## config.mk

```make
export PLATFORM = sky130hd
export DESIGN_NAME = alu_arbiter_flat
export DESIGN_NICKNAME = d
export VERILOG_FILES = /design/src/rtl/alu_arbiter_if.sv /design/src/rtl/alu_arbiter.sv /design/src/flat_wrapper.sv
export SDC_FILE = /design/constraint.sdc
export NUM_CORES = 1
export LEC_CHECK = 0
export ABC_AREA = 1
export CAP_MARGIN = 20
export CORE_ASPECT_RATIO = 1.25
export CORE_MARGIN = 3
export CORE_UTILIZATION = 44
export CTS_CLUSTER_DIAMETER = 120
export CTS_CLUSTER_SIZE = 16
export DETAILED_ROUTE_END_ITERATION = 8
export PLACE_DENSITY_LB_ADDON = 0.3
export SLEW_MARGIN = 20
export SYNTH_ARGS = -nofsm -noshare
export SYNTH_HDL_FRONTEND = slang
export SYNTH_SLANG_ARGS = --single-unit
```

## constraint.sdc

```tcl
create_clock -name clk -period 3.9 [get_ports clk]
set_clock_uncertainty 0.15 [all_clocks]
set_input_delay 1.17 -clock clk [delete_from_list [all_inputs] [get_ports clk]]
set_output_delay 1.17 -clock clk [all_outputs]
set_load 0.01 [all_outputs]
```

## src/rtl/alu_arbiter_if.sv

```systemverilog
// Request/response and ALU-side signals of the two-client ALU arbiter.
// No logic here; latency is defined by alu_arbiter.
// Backpressure uses the valid/ready pairs carried in this bundle.
interface alu_arbiter_if #(
  parameter int DATA_W = 4,
  parameter int OP_W   = 3
);
  logic              req0_valid;
  logic              req0_ready;
  logic [OP_W-1:0]   req0_op;
  logic [DATA_W-1:0] req0_a;
  logic [DATA_W-1:0] req0_b;
  logic              req1_valid;
  logic              req1_ready;
  logic [OP_W-1:0]   req1_op;
  logic [DATA_W-1:0] req1_a;
  logic [DATA_W-1:0] req1_b;
  logic              rsp0_valid;
  logic              rsp0_ready;
  logic              rsp1_valid;
  logic              rsp1_ready;
  logic [DATA_W-1:0] rsp_x;
  logic [1:0]        rsp_ccr;
  logic [DATA_W-1:0] alu_n1;
  logic [DATA_W-1:0] alu_n2;
  logic [OP_W-1:0]   alu_op;
  logic [DATA_W-1:0] alu_x;
  logic [1:0]        alu_ccr;

  // Arbiter side
  modport slave (
    input  req0_valid, req0_op, req0_a, req0_b,
    input  req1_valid, req1_op, req1_a, req1_b,
    output req0_ready, req1_ready,
    output rsp0_valid, rsp1_valid, rsp_x, rsp_ccr,
    input  rsp0_ready, rsp1_ready,
    output alu_n1, alu_n2, alu_op,
    input  alu_x, alu_ccr
  );

  // Client/ALU side
  modport master (
    output req0_valid, req0_op, req0_a, req0_b,
    output req1_valid, req1_op, req1_a, req1_b,
    input  req0_ready, req1_ready,
    input  rsp0_valid, rsp1_valid, rsp_x, rsp_ccr,
    output rsp0_ready, rsp1_ready,
    input  alu_n1, alu_n2, alu_op,
    output alu_x, alu_ccr
  );
endinterface

```

## src/rtl/alu_arbiter.sv

```systemverilog
// Round-robin sharing of one combinational 4-bit ALU between two requesters.
// Latency: accept -> rsp_valid in 2 cycles, 3 cycles minimum per transaction.
// Backpressure: holds the response until the owner's rsp_ready; no accepts outside IDLE.
module alu_arbiter #(
  parameter int DATA_W = 4,
  parameter int OP_W   = 3,
  parameter int CNT_W  = 8
) (
  input  logic              clk,
  input  logic              rst_n,
  alu_arbiter_if.slave      bus,
  output logic              busy,
  output logic              grant_id,
  output logic [CNT_W-1:0]  op_count
);

  localparam logic [1:0] IDLE = 2'd0;
  localparam logic [1:0] EXEC = 2'd1;
  localparam logic [1:0] RESP = 2'd2;

  localparam logic [OP_W-1:0] OP_ADD = OP_W'(0);
  localparam logic [OP_W-1:0] OP_SUB = OP_W'(1);

  logic [1:0] state;
  logic       last_grant;
  logic       win;
  logic       accept;
  logic       rsp_take;
  logic       arb_open;

  // Pick the winner: a lone requester wins, a tie goes to the one not served last
  always_comb begin
    win = bus.req1_valid;
    if (bus.req0_valid && bus.req1_valid) begin
      win = ~last_grant;
    end
  end

  // Ready only in IDLE and never while reset is held, so nothing is handshaken during reset
  assign arb_open       = (state == IDLE) && rst_n;
  assign bus.req0_ready = arb_open && bus.req0_valid && !win;
  assign bus.req1_ready = arb_open && bus.req1_valid && win;
  assign accept         = (state == IDLE) && (bus.req0_valid || bus.req1_valid);

  // Only the owner's response port is valid; the other rsp_ready is ignored
  assign bus.rsp0_valid = (state == RESP) && !grant_id;
  assign bus.rsp1_valid = (state == RESP) && grant_id;
  assign rsp_take       = grant_id ? bus.rsp1_ready : bus.rsp0_ready;
  assign busy           = (state != IDLE);

  // Transaction FSM: latch operands, capture ALU result, hold response until consumed
  always_ff @(posedge clk or negedge rst_n) begin
    if (!rst_n) begin
      state       <= IDLE;
      last_grant  <= 1'b1;
      grant_id    <= 1'b0;
      op_count    <= '0;
      bus.alu_n1  <= {DATA_W{1'b0}};
      bus.alu_n2  <= {DATA_W{1'b0}};
      bus.alu_op  <= {OP_W{1'b0}};
      bus.rsp_x   <= {DATA_W{1'b0}};
      bus.rsp_ccr <= 2'b00;
    end else begin
      case (state)
        IDLE: begin
          if (accept) begin
            bus.alu_op <= win ? bus.req1_op : bus.req0_op;
            bus.alu_n1 <= win ? bus.req1_a  : bus.req0_a;
            bus.alu_n2 <= win ? bus.req1_b  : bus.req0_b;
            grant_id   <= win;
            state      <= EXEC;
          end
        end
        EXEC: begin
          bus.rsp_x <= bus.alu_x;
          // Carry/overflow only mean something for add and sub
          if (bus.alu_op == OP_ADD || bus.alu_op == OP_SUB) begin
            bus.rsp_ccr <= bus.alu_ccr;
          end else begin
            bus.rsp_ccr <= 2'b00;
          end
          state <= RESP;
        end
        RESP: begin
          if (rsp_take) begin
            last_grant <= grant_id;
            op_count   <= op_count + CNT_W'(1);
            state      <= IDLE;
          end
        end
        default: state <= IDLE;
      endcase
    end
  end

endmodule

```

## src/flat_wrapper.sv

```systemverilog
// flat-port wrapper written by rule: the top's interface ports become plain ports
module alu_arbiter_flat 
#(
  parameter int DATA_W = 4,
  parameter int OP_W   = 3,
  parameter int CNT_W  = 8
)
  (clk, rst_n, busy, grant_id, op_count, bus_req0_valid, bus_req0_op, bus_req0_a, bus_req0_b, bus_req1_valid, bus_req1_op, bus_req1_a, bus_req1_b, bus_req0_ready, bus_req1_ready, bus_rsp0_valid, bus_rsp1_valid, bus_rsp_x, bus_rsp_ccr, bus_rsp0_ready, bus_rsp1_ready, bus_alu_n1, bus_alu_n2, bus_alu_op, bus_alu_x, bus_alu_ccr);
  alu_arbiter_if #(.DATA_W(DATA_W), .OP_W(OP_W)) bus_i ();
  input  logic clk;
  input  logic rst_n;
  output logic busy;
  output logic grant_id;
  output logic [CNT_W-1:0] op_count;
  input wire logic [$bits(bus_i.req0_valid)-1:0] bus_req0_valid;
  input wire logic [$bits(bus_i.req0_op)-1:0] bus_req0_op;
  input wire logic [$bits(bus_i.req0_a)-1:0] bus_req0_a;
  input wire logic [$bits(bus_i.req0_b)-1:0] bus_req0_b;
  input wire logic [$bits(bus_i.req1_valid)-1:0] bus_req1_valid;
  input wire logic [$bits(bus_i.req1_op)-1:0] bus_req1_op;
  input wire logic [$bits(bus_i.req1_a)-1:0] bus_req1_a;
  input wire logic [$bits(bus_i.req1_b)-1:0] bus_req1_b;
  output wire logic [$bits(bus_i.req0_ready)-1:0] bus_req0_ready;
  output wire logic [$bits(bus_i.req1_ready)-1:0] bus_req1_ready;
  output wire logic [$bits(bus_i.rsp0_valid)-1:0] bus_rsp0_valid;
  output wire logic [$bits(bus_i.rsp1_valid)-1:0] bus_rsp1_valid;
  output wire logic [$bits(bus_i.rsp_x)-1:0] bus_rsp_x;
  output wire logic [$bits(bus_i.rsp_ccr)-1:0] bus_rsp_ccr;
  input wire logic [$bits(bus_i.rsp0_ready)-1:0] bus_rsp0_ready;
  input wire logic [$bits(bus_i.rsp1_ready)-1:0] bus_rsp1_ready;
  output wire logic [$bits(bus_i.alu_n1)-1:0] bus_alu_n1;
  output wire logic [$bits(bus_i.alu_n2)-1:0] bus_alu_n2;
  output wire logic [$bits(bus_i.alu_op)-1:0] bus_alu_op;
  input wire logic [$bits(bus_i.alu_x)-1:0] bus_alu_x;
  input wire logic [$bits(bus_i.alu_ccr)-1:0] bus_alu_ccr;
  assign bus_i.req0_valid = bus_req0_valid;
  assign bus_i.req0_op = bus_req0_op;
  assign bus_i.req0_a = bus_req0_a;
  assign bus_i.req0_b = bus_req0_b;
  assign bus_i.req1_valid = bus_req1_valid;
  assign bus_i.req1_op = bus_req1_op;
  assign bus_i.req1_a = bus_req1_a;
  assign bus_i.req1_b = bus_req1_b;
  assign bus_req0_ready = bus_i.req0_ready;
  assign bus_req1_ready = bus_i.req1_ready;
  assign bus_rsp0_valid = bus_i.rsp0_valid;
  assign bus_rsp1_valid = bus_i.rsp1_valid;
  assign bus_rsp_x = bus_i.rsp_x;
  assign bus_rsp_ccr = bus_i.rsp_ccr;
  assign bus_i.rsp0_ready = bus_rsp0_ready;
  assign bus_i.rsp1_ready = bus_rsp1_ready;
  assign bus_alu_n1 = bus_i.alu_n1;
  assign bus_alu_n2 = bus_i.alu_n2;
  assign bus_alu_op = bus_i.alu_op;
  assign bus_i.alu_x = bus_alu_x;
  assign bus_i.alu_ccr = bus_alu_ccr;
  alu_arbiter #(.DATA_W(DATA_W), .OP_W(OP_W), .CNT_W(CNT_W)) u_core (.clk(clk), .rst_n(rst_n), .bus(bus_i), .busy(busy), .grant_id(grant_id), .op_count(op_count));
endmodule
```

==> run summary <==
Power density over the cells: 655.1 nW/um2
Required @ worst endpoint: 2.58 ns
Static Leak: 1.083 nW
Final setup viols: 0
Layout cell share with drive strength beyond 1: 9.266%
Initial antenna violation count: 0
Most frequent cells in the layout: 81 x nand2_1, 63 x clkdlybuf4s50_1, 28 x dfrtp_1, 21 x inv_1, 20 x nor2_1
CP Capture Type: output pin
DP HPWL: 2481 um
Vias in the first global route: 1324
Setup CP Type: in2out
Fin nets: 293
Critical path startpoint category: input port
Vias: 1353
Worst R2R End: u_core.bus.alu_n2[0]
Unrepaired setup endpoints after global routing: false
Ant diodes: 0
Internal power: 877.6 uW
CTS Hold Bufs: 0
Worst hold endpoint: u_core.bus.rsp_x[3]
Drt total wl: 3265 um
Routed len/inst: 11.07 um
Root Driver: clkbuf_4
Worst VDD drop: 428.1 uV
Flop2flop setup slack: 2.40 ns
# DRC: 0
Clock tree from TritonCTS: built
FF-to-FF path depth: 5
Initial core utilization: 47.67%
H-tree levels: 2
Gr usage total: 18.32%
Worst skew pair latency: 0.33 ns
Worst-Margin Slew: 0.5941 ns
Most common cell after layout, fill and taps aside: nand2_1
Sw frac: 38.54%
Clk sinks: 29
Critical path arrival: 2.45 ns
PortBufs: 64
GPL Wtd Cong: 0.7882
DRT Pass-1 Iters: 4
Antenna viol nets, final: 0
Dpl ws: 0.06588 ns
Setup TNS: 0 ns
GR Util met3: 8.318%
Fin. Hold Viols: 0
Met1 usage: 22.86%
Post-synthesis sequential area ratio: 49.91%
Hold path start: u_core.bus.rsp_x[3]
Fill cells: 253
Via-to-Cell Ratio: 4.586
Row cnt: 22
Max-cap violation count: 0
Core area: 3055 um2
Area grow syn2layout: 49.66%
Die H: 70.33 um
Final worst slack: 0.1330 ns
Seq pwr share: 36.9%
# IOs: 65
Initial DRC Count: 54
Clock transition at the registers of the reported paths: 0.08 ns
NetSw: 550.2 uW
Width of the die: 57.46 um
Synth Instances: 189
Clock power share: 11.9%
GR peak layer: met2
Crit path max fanout: 2
DIE AREA: 4041 um2
Hold WC Path Type: reg2reg
Mapped cell area: 1456 um2
First-pass GRT wire length: 5789 um
Hold Path Depth: 2
Global Route met2 Usage: 28.27%
Max frequency: 265.5 MHz
Final slew viol count: 0
GRT overflow: 0
Largest net degree at the start of global routing: 30
Worst flop-to-flop path startpoint: u_core.state[1]
CTS buffer count: 5
Max-slew headroom: 60.39%
Gate power share: 51.2%
Seq. cell area: 726.9 um2
Final hold slack: 0.3319 ns
Status: finished, final reports clean
Netlist cell types: 19
Post-layout minimum cycle time: 3.767 ns
Final worst-path cycle share: 96.59%
Mean Syn Cell Area: 7.706 um2
Multi-input gate area: 614.3 um2
Register bit count reported by yosys: 29
Clock buffer depth: 2
Syn Nets: 224
Ys Warns: 0
==> power groups by stage <==
stage | sequential (mW) | combinational [mW] | clock (mW)
after floorplan | 0.577 | 0.334 | 0
after global placement | 0.528 | 0.731 | 0
after detailed placement | 0.534 | 0.743 | 0
after CTS | 0.529 | 0.746 | 0.178
after global routing | 0.548 | 0.819 | 0.196
final | 0.527 | 0.731 | 0.171
==> flip-flops by register name, indices dropped and copies added, names as in the netlist <==
register and count:
u_core.op_count 8, u_core.bus.rsp_ccr 2, u_core.bus.rsp_x 4, u_core.bus.alu_n2 4, u_core.bus.alu_n1 4, u_core.last_grant 1
u_core.grant_id 1, u_core.bus.alu_op 3, u_core.state 2
==> final cells by class <==
| class | count | share of cell area, % |
|---|---|---|
| tap | 36 | 2.067 |
| clock buffer | 8 | 2.239 |
| multi-input combinational | 133 | 28.19 |
| inverter | 23 | 3.961 |
| sequential | 29 | 33.35 |
| timing repair buffer | 66 | 30.20 |
==> cell usage after synthesis <==
master / n / area [um2]
nand2_1: 81 / 304.0
dfrtp_1: 28 / 700.7
inv_1: 21 / 78.83
nor2_1: 20 / 75.07
o21ai_2: 10 / 87.58
o21ai_0: 6 / 30.03
nand3_1: 5 / 25.02
xnor2_1: 3 / 26.28
buf_2: 2 / 10.01
inv_2: 2 / 7.510
nand2_2: 2 / 12.51
nand3b_1: 2 / 15.01
buf_4: 1 / 7.510
buf_6: 1 / 11.26
dfstp_2: 1 / 26.28
ha_1: 1 / 12.51
nor2_2: 1 / 6.260
nor2_4: 1 / 11.26
xor2_1: 1 / 8.760
==> worst max-delay path: stages <==
cell and delay, ns:
clkdlybuf4s50_1 0.54, nand2_1 0.10, nor2_1 0.10, clkdlybuf4s50_1 0.54
==> kinds of logic (layout without fill, tap and decap cells) <==
group	count (synthesis)	after routing	synth area share [%]
fa+ha+maj	1	1	0.8590
flops	29	29	49.91
compound gates	16	16	8.075
buf+inv	27	97	7.904
simple gates	112	112	30.84
xor+xnor	4	4	2.406
==> layer usage <==
layer | vias up | share of wire [%] | wire length (um)
met5 | - | 0 | 0
met4 | 0 | 0.89 | 29
met3 | 3 | 8.1 | 265
met2 | 49 | 48 | 1568
met1 | 596 | 43 | 1401
li1 | 705 | - | -
==> stage by stage <==
stage	util, %	power (mW)	area [um2]	std cells
final	71.34	1.428	2180	295
after global routing	71.34	1.564	2180	295
after CTS	71.25	1.453	2177	295
after detailed placement	69.66	1.277	2128	287
after global placement	69.66	1.259	2128	287
after floorplan	-	0.9109	1456	189
==> worst max-delay path by stage <==
stage	from	to	depth (start not counted)
floorplan	bus_req0_valid	bus_req0_ready	5
global placement	bus_req0_valid	bus_req0_ready	6
detailed placement	bus_req0_valid	bus_req0_ready	6
CTS	bus_req0_valid	bus_req0_ready	6
global route	rst_n	bus_req1_ready	4
finish	rst_n	bus_req1_ready	4
==> repair_timing <==
action                                  4_1_cts  5_1_grt
endpoints found under the setup margin        0        1
resized for setup                             0        1
setup buffers                                 0        0
Note: power is estimated with default switching activity, not from simulation.
